<file path="src/rtl/resp_arb_pkg.sv">
// Shared types for the UART response arbiter: FSM state encoding,
// source ids and the round-robin/lock grant decision.
package resp_arb_pkg;

    typedef enum logic [1:0] {
        IDLE = 2'd0,
        LOAD = 2'd1,
        WAIT = 2'd2,
        ACK  = 2'd3
    } arb_state_t;

    localparam logic SRC_CC  = 1'b0;
    localparam logic SRC_RAM = 1'b1;

    // RAM wins when it is the only requester, when CC had the last turn,
    // or when a locked dump already owns the channel. A lock without a
    // pending RAM byte never blocks CC.
    function automatic logic pick_ram(
        input logic cc_req,
        input logic ram_req,
        input logic ram_lock,
        input logic last_ram
    );
        return ram_req & (~cc_req | ~last_ram | ram_lock);
    endfunction

endpackage

</file>
<file path="src/rtl/resp_tmo_cnt.sv">
// Saturating timeout counter with synchronous clear and enable.
// Ports: clk, rst (async high), clr, en, tc_val -> tc (cnt == tc_val).
module resp_tmo_cnt #(
    parameter int TMO_W = 20
) (
    input  logic             clk,
    input  logic             rst,
    input  logic             clr,
    input  logic             en,
    input  logic [TMO_W-1:0] tc_val,
    output logic             tc
);

    logic [TMO_W-1:0] cnt;

    always_ff @(posedge clk or posedge rst) begin
        if (rst) begin
            cnt <= '0;
        end else if (clr) begin
            cnt <= '0;
        end else if (en && (cnt != '1)) begin
            cnt <= cnt + TMO_W'(1);
        end
    end

    assign tc = (cnt == tc_val);

endmodule

</file>
<file path="src/rtl/resp_tx_arbiter.sv">
// Arbitrates the single UART response channel between the CC response
// path and the RAM trace dump: round-robin, dump lock, stuck-UART timeout.
// Ports: clk, rst; cc_req/cc_data/cc_ack; ram_req/ram_data/ram_lock/ram_ack;
//   resp_data/send_resp/resp_sent to UART; busy, grant_ram, tmo_err, clr_err.
module resp_tx_arbiter
    import resp_arb_pkg::*;
#(
    parameter int TMO_W      = 20,
    parameter int TMO_CYCLES = 1000000
) (
    input  logic       clk,
    input  logic       rst,
    input  logic       cc_req,
    input  logic [7:0] cc_data,
    output logic       cc_ack,
    input  logic       ram_req,
    input  logic [7:0] ram_data,
    input  logic       ram_lock,
    output logic       ram_ack,
    output logic [7:0] resp_data,
    output logic       send_resp,
    input  logic       resp_sent,
    output logic       busy,
    output logic       grant_ram,
    output logic       tmo_err,
    input  logic       clr_err
);

    localparam logic [TMO_W-1:0] TC_VAL = TMO_W'(TMO_CYCLES - 1);

    arb_state_t state;
    logic       win_ram;
    logic       tc;
    logic       tmo_hit;

    assign win_ram = pick_ram(cc_req, ram_req, ram_lock, grant_ram);
    assign tmo_hit = (TMO_CYCLES != 0) && tc;

    resp_tmo_cnt #(
        .TMO_W (TMO_W)
    ) u_tmo (
        .clk    (clk),
        .rst    (rst),
        .clr    (state == LOAD),
        .en     ((state == WAIT) && !resp_sent),
        .tc_val (TC_VAL),
        .tc     (tc)
    );

    always_ff @(posedge clk or posedge rst) begin
        if (rst) begin
            state     <= IDLE;
            resp_data <= 8'h00;
            send_resp <= 1'b0;
            cc_ack    <= 1'b0;
            ram_ack   <= 1'b0;
            busy      <= 1'b0;
            grant_ram <= SRC_RAM;
            tmo_err   <= 1'b0;
        end else begin
            send_resp <= 1'b0;
            cc_ack    <= 1'b0;
            ram_ack   <= 1'b0;
            // A timeout in WAIT below overrides this clear.
            if (clr_err) tmo_err <= 1'b0;
            unique case (state)
                IDLE: begin
                    if (cc_req || ram_req) begin
                        grant_ram <= win_ram;
                        resp_data <= win_ram ? ram_data : cc_data;
                        send_resp <= 1'b1;
                        busy      <= 1'b1;
                        state     <= LOAD;
                    end
                end
                LOAD: begin
                    state <= WAIT;
                end
                WAIT: begin
                    if (resp_sent || tmo_hit) begin
                        if (!resp_sent) tmo_err <= 1'b1;
                        cc_ack  <= ~grant_ram;
                        ram_ack <= grant_ram;
                        state   <= ACK;
                    end
                end
                ACK: begin
                    busy  <= 1'b0;
                    state <= IDLE;
                end
            endcase
        end
    end

endmodule
</file>
<file path="config.mk">
export PLATFORM = sky130hd
export DESIGN_NAME = resp_tx_arbiter
export DESIGN_NICKNAME = d
export VERILOG_FILES = /design/src/rtl/resp_arb_pkg.sv /design/src/rtl/resp_tmo_cnt.sv /design/src/rtl/resp_tx_arbiter.sv
export SDC_FILE = /design/constraint.sdc
export NUM_CORES = 1
export LEC_CHECK = 0
export ABC_AREA = 1
export CORE_UTILIZATION = 47
export DETAILED_ROUTE_END_ITERATION = 12
export PLACE_DENSITY = 0.81
export SETUP_SLACK_MARGIN = 0.1
export SLEW_MARGIN = 0
export SYNTH_ARGS = -nofsm -noshare
export SYNTH_HDL_FRONTEND = slang
export SYNTH_SLANG_ARGS = --single-unit
export TNS_END_PERCENT = 10
</file>
<file path="constraint.sdc">
create_clock -name clk -period 1.73 [get_ports clk]
set_clock_uncertainty 0.1 [all_clocks]
set_input_delay 0.346 -clock clk [delete_from_list [all_inputs] [get_ports clk]]
set_output_delay 0.346 -clock clk [all_outputs]
set_load 0.01 [all_outputs]
</file>
# --- Word level (Yosys, flattened, before mapping) ---
# Cells that the tools add are included.
# Widths: inputs -> output; s select.
word_totals:
  ff_bits: 36
  inputBits: 23
  output_inout_bits: 14
  wordCells: 51
op_classes:
  add_sub_neg: 1
  eq_ne: 7
  mux: 18
  bitwise_logic: 5
  reduce_logical: 11
ops:
  columns: ["cell", "n"]
  rows:
  - ["$mux 20", 2]
  - ["$add 20x1->20 const B", 1]
  - ["$eq 20x20->1 const B", 1]
  - ["$ne 20x20->1 const B", 1]
  - ["$mux 1", 11]
  - ["$mux 8", 1]
  - ["$pmux 2 s4", 1]
  - ["$reduce_and 2->1", 3]
  - ["$eq 2x2->1 const B", 2]
  - ["$mux 2", 2]
  - ["$reduce_bool 2->1", 2]
  - ["$eq 2x1->1 const B", 1]
  - ["$logic_and 1x1->1", 2]
  - ["$logic_not 2->1", 1]
  - ["$logic_or 1x1->1", 2]
  - ["$ne 2x1->1 const B", 1]
  - ["$ne 2x2->1 const B", 1]
  - ["$not 1->1", 2]
  - ["$or 1x1->1", 2]
  - ["$pmux 1 s2", 1]
  - ["$and 1x1->1", 1]
  - ["$logic_not 1->1", 1]

# --- Depth between registers and ports, before layout ---
logic_depth:
  depth_word: 5
  ltp_mapped: 12
  depth_no_buf: 11

# --- Cells and area by module ---
# A second synthesis with hierarchy kept.
hier_totals:
  hier_cells: 356
  hier_area_um2: 2472.4
by_module_without_submodules:
  columns: ["module", "instances", "cells_each", "area_each_um2"]
  rows:
  - ["resp_tmo_cnt", 1, 241, 1599.0]
  - ["resp_tx_arbiter", 1, 115, 873.3]

# --- Least setup slack after synthesis ---
# No wires, ideal clock.
synth_path:
  path_type: "reg2reg"
  startpoint: "register state[0]"
  endpoint: "register resp_data[0]"
  setup_time_ps: 134
  t_arrival_ps: 1451
  required_time_ps: 1496
  setup_slack_ps: 45
  stages_incl_launch_ff: 7
  n_path_buf: 1
  cell_sequence: "dfrtp_1 inv_1 ha_1 inv_1 nor2_1 clkbuf_1 a31oi_1"
synth_between:
  elab_chain_len: 2
synth_rtl:
  columns: ["element", "line", "source"]
  rows:
  - ["from (decl)", "resp_tx_arbiter.sv:31", "arb_state_t state;"]
  - ["from (signal assigned)", "resp_tx_arbiter.sv:52", "state <= IDLE;"]
  - ["from (signal assigned)", "resp_tx_arbiter.sv:73", "state <= LOAD;"]
  - ["from (signal assigned)", "resp_tx_arbiter.sv:77", "state <= WAIT;"]
  - ["$logic_not 2->1", "resp_tx_arbiter.sv:66", "unique case (state)"]
  - ["$reduce_and 2->1 (no source line)", null, null]
  - ["to (signal assigned)", "resp_tx_arbiter.sv:70", "resp_data <= win_ram ? ram_data : cc_data;"]
  - ["to (decl)", "resp_tx_arbiter.sv:20", "output logic [7:0] resp_data,"]
# Every way passes these cells.
# A chain may end at the register's enable or synchronous reset.

# --- Final worst setup path ---
layout_path:
  startpoint: "register u_tmo.cnt[0]"
  endpoint: "register u_tmo.cnt[9]"
layout_between:
  elab_chain_len: 3
layout_rtl:
  columns: ["element", "line", "source"]
  rows:
  - ["from (decl)", "resp_tmo_cnt.sv:14", "logic [TMO_W-1:0] cnt;"]
  - ["from (signal assigned)", "resp_tmo_cnt.sv:22", "cnt <= cnt + TMO_W'(1);"]
  - ["$add 20x1->20 / $ne 20x20->1 (equally long branches)", "resp_tmo_cnt.sv:22, resp_tmo_cnt.sv:21", null]
  - ["$mux 20 / $logic_and 1x1->1 (equally long branches)", "resp_tmo_cnt.sv:21", "end else if (en && (cnt != '1)) begin"]
  - ["$mux 20 / $reduce_bool 2->1 (equally long branches)", null, null]
# Several ways; a longest one is shown, not always the timed one. The select of a mux whose other input is x is not followed.

==> run_results.csv <==
group,metric,value,unit
status,status,"finished, final reports clean",
grt,grt_pass1_vias,2053,
timing,final.min_clock_period,1.71,ns
timing,finalMaxSlewViolations,0,
setup_path,crit_fanout,7,
placement,portBuffers,36,
grt,antenna_found_initial,0,
synth,yosysTopAreaCellShare,42.0,%
drt,dr.pass1.iters,4,
grt,track_usage,24.4,%
floorplan,fp-row-count,23,
setup_path,crit_top_cell,"nand2_2",
timing,worstMarginPinSlew,0.291,ns
pwr,netSwitchingFraction,36.9,%
synth,synth.yosys.seq_area_share,43.3,%
floorplan,die-area,0.00471,mm²
layout,nets,387,
layout,finish.utilization,72.4,%
worst_hold_path,hold_class,"input port to async pin",
timing,hold_viol_final,0,
setup_path,slowest_stage,"dfrtp_1",
setup_path,arrival,1.78,ns
floorplan,initial_core_util,50.7,%
setup_path,critical-path-top-delay-family,"simple AND/OR/NAND/NOR gates",
placement,place_congestion,0.833,
synth,synth_edf_count,0,
synth,yosysWarnings,0,
clocking,worstSkewPairLatency,0.29,ns
setup_path,slowest_delay,0.39,ns
floorplan,die_y,68.6,µm
pwr,ir_drop,950,µV
setup_path,cp.required,1.80,ns
pwr,p_comb_share,44.8,%
clocking,clk_pin_slew,0.07,ns
drt,wl_met3,321,µm
grt,grt_max_degree,37,
grt,grt_pass1_wl,8470,µm
synth,syn_avg_cell_area,7.16,µm²
floorplan,coreArea,0.00412,mm²
clocking,htreeDepth,2,
setup_path,crit_chain,"ha_4 -> nand2_4 -> nor2_4 -> nand2_2 -> nor2_4 -> nand2_2 -> nand2_2 -> nand2_4 -> buf_6 -> nand2_2 -> nand2_1",
grt,overflow,0,
clocking,ctsHoldBuffers,0,
drt,drt_iter0_drc,119,
drt,drtAntennaViolNets,0,
floorplan,die-width,68.6,µm
drt,wl_met2,2670,µm
layout,finalNonFillerCells,409,
clocking,cts-root-buf,"clkbuf_8",
layout,drive_gt1_share,20.1,%
layout,diodes,0,
timing,maxSlewHeadroom,80.5,%
placement,dp_hpwl,3490,µm
setup_path,critPathCaptureType,"register",
setup_path,path_buf_inv,1,
synth,ys.flop_type,"dfrtp_1",
synth,synth_cell_types,29,
pwr,p_per_area,1160,mW/mm²
timing,fin_crit_sh,98.9,%
drt,wirelength,5190,µm
drt,routedWlPerCell,12.7,µm
drt,m1WireLength,2110,µm
synth,yosys-top-cells-area,"dfrtp_1 (42%), nand2_1 (19%), nor2_1 (7.2%)",
clocking,cts_buffer_depth,2,
layout,fill_cells,309,
synth,synth_area,0.00208,mm²
drt,drc,0,
setup_path,worst-setup-path-type,"register to register",
timing,max_freq,585,MHz
floorplan,pin_count,37,
timing,setup_viol,0,
pwr,seqPwrFrac,33.8,%
setup_path,startpoint_type,"register",
synth,ys_seq_elements,36,
pwr,power_switching,1280,µW
placement,place_inst,388,
pwr,leakage,0.00155,µW
synth,synth_top_area_cell,"dfrtp_1",
drt,viasPerCell,5.15,
timing,grt_setup_unrepaired,"yes",
synth,synth_fp_nets,320,
run,maxCapViolations,0,
clocking,numCtsBuffers,5,
drt,vias,2107,
drt,top_layer,"met4",
layout,synthToLayoutAreaGrowth,43.0,%
pwr,power_frac_clock,21.4,%
clocking,cts_sinks,36,
clocking,cts_tree,"built",
pwr,internal-power,2190,µW
synth,synthArstFlopShare,100,%
synth,synth_cells,291,
## registers in the layout, summed over array words and instances, names as in the netlist
| register | count |
|---|---|
| ram_ack | 1 |
| send_resp | 1 |
| tmo_err | 1 |
| resp_data | 8 |
| grant_ram | 1 |
| state | 2 |
| u_tmo.cnt | 20 |
| busy | 1 |
| cc_ack | 1 |
## cell usage after synthesis, types with 2 or more instances
cell and n:
o21ai_0 5, o21ai_1 3, nor2_2 2, clkbuf_1 3, nand4_1 6, a21oi_1 2, and2_1 2, nand2_1 103
inv_1 30, dfrtp_1 35, nor3_1 3, xor2_1 7, nor2_1 40, nand2_2 3, ha_1 6, a31oi_1 8
nand3_1 20, buf_2 2
## cells in the final DEF, fill, tap and decap left out, types with 3 or more instances in the layout
cell type and count:
a31oi_1 8, buf_4 27, clkbuf_8 5, clkdlybuf4s50_1 22, dfrtp_1 32, dfrtp_2 3, dlymetal6s2s_1 13, ha_1 5
inv_1 30, nand2_1 96, nand2_2 8, nand3_1 18, nand4_1 6, nor2_1 33, nor2_2 6, nor2_4 4
nor3_1 3, o21ai_0 5, xor2_1 7
## power by group through the flow
stage | sequential [µW] | clock (µW) | combinational (µW)
CTS | 1170 | 755 | 1490
finish | 1170 | 741 | 1560
detailed placement | 1180 | 0 | 1420
global route | 1200 | 785 | 1700
floorplan | 1230 | 0 | 692
global placement | 1170 | 0 | 1390
## cell families after synthesis
group / count (synthesis) / share of synthesized area (%)
XOR/XNOR: 8 / 3.36
AO/OA/AOI/OAI: 20 / 5.52
buffers and inverters: 38 / 7.38
AND/OR/NAND/NOR: 183 / 36.9
adder cells (fa/ha/maj): 6 / 3.60
flip-flops: 36 / 43.3
## worst min-delay path, cell delays in order
cell and delay [ns]:
clkdlybuf4s50_1 0.39, inv_1 0.09, buf_12 0.22
## per-stage QoR
step | worst slack [ns] | total power (µW) | cell area, µm² | hold slack, ns | TNS, ns
2_1_floorplan | 0.131 | 1930 | 2090 | 0.343 | 0
3_3_place_gp | 0.00561 | 2550 | 2630 | 0.367 | 0
3_5_place_dp | -0.0692 | 2610 | 2630 | 0.375 | -0.765
4_1_cts | 0.0369 | 3420 | 2830 | 0.305 | 0
5_1_grt | -0.0951 | 3690 | 2980 | 0.333 | -1.30
6_report | 0.0199 | 3470 | 2980 | 0.297 | 0
## repair_timing
action | in CTS | in global routing
pin swaps | 6 | 7
setup endpoints to repair | 33 | 38
resized for setup | 12 | 35
cloned | 0 | 1
buffers inserted | 6 | 6
## cell type report
| class | instances | area (µm²) | share of cell area [%] |
|---|---|---|---|
| tap | 50 | 62.6 | 2.10 |
| timing repair buffer | 67 | 657 | 22.0 |
| sequential | 36 | 906 | 30.4 |
| clock buffer | 5 | 68.8 | 2.31 |
| multi-input combinational | 217 | 1120 | 37.7 |
| inverter | 31 | 121 | 4.07 |
| clock inverter | 3 | 42.5 | 1.43 |
## worst paths after layout
path | startpoint | end | slack (ns) | depth (start not counted)
min | rst | resp_data[3] | 0.30 | 3
max in group asynchronous | rst | grant_ram | 0.98 | 3
max | u_tmo.cnt[0] | u_tmo.cnt[9] | 0.02 | 11
min in group clk | tmo_err | tmo_err | 0.39 | 2
max reg2reg | u_tmo.cnt[0] | u_tmo.cnt[9] | 0.02 | 11
min reg2reg | tmo_err | tmo_err | 0.39 | 2
## layer usage
metal | GRT usage [%] | vias to the layer above
met5 | 0 | -
met4 | 8.85 | 0
met3 | 8.06 | 10
met2 | 44.6 | 70
met1 | 25.7 | 985
li1 | - | 1042
No activity file was read; power rests on OpenSTA's default activity.
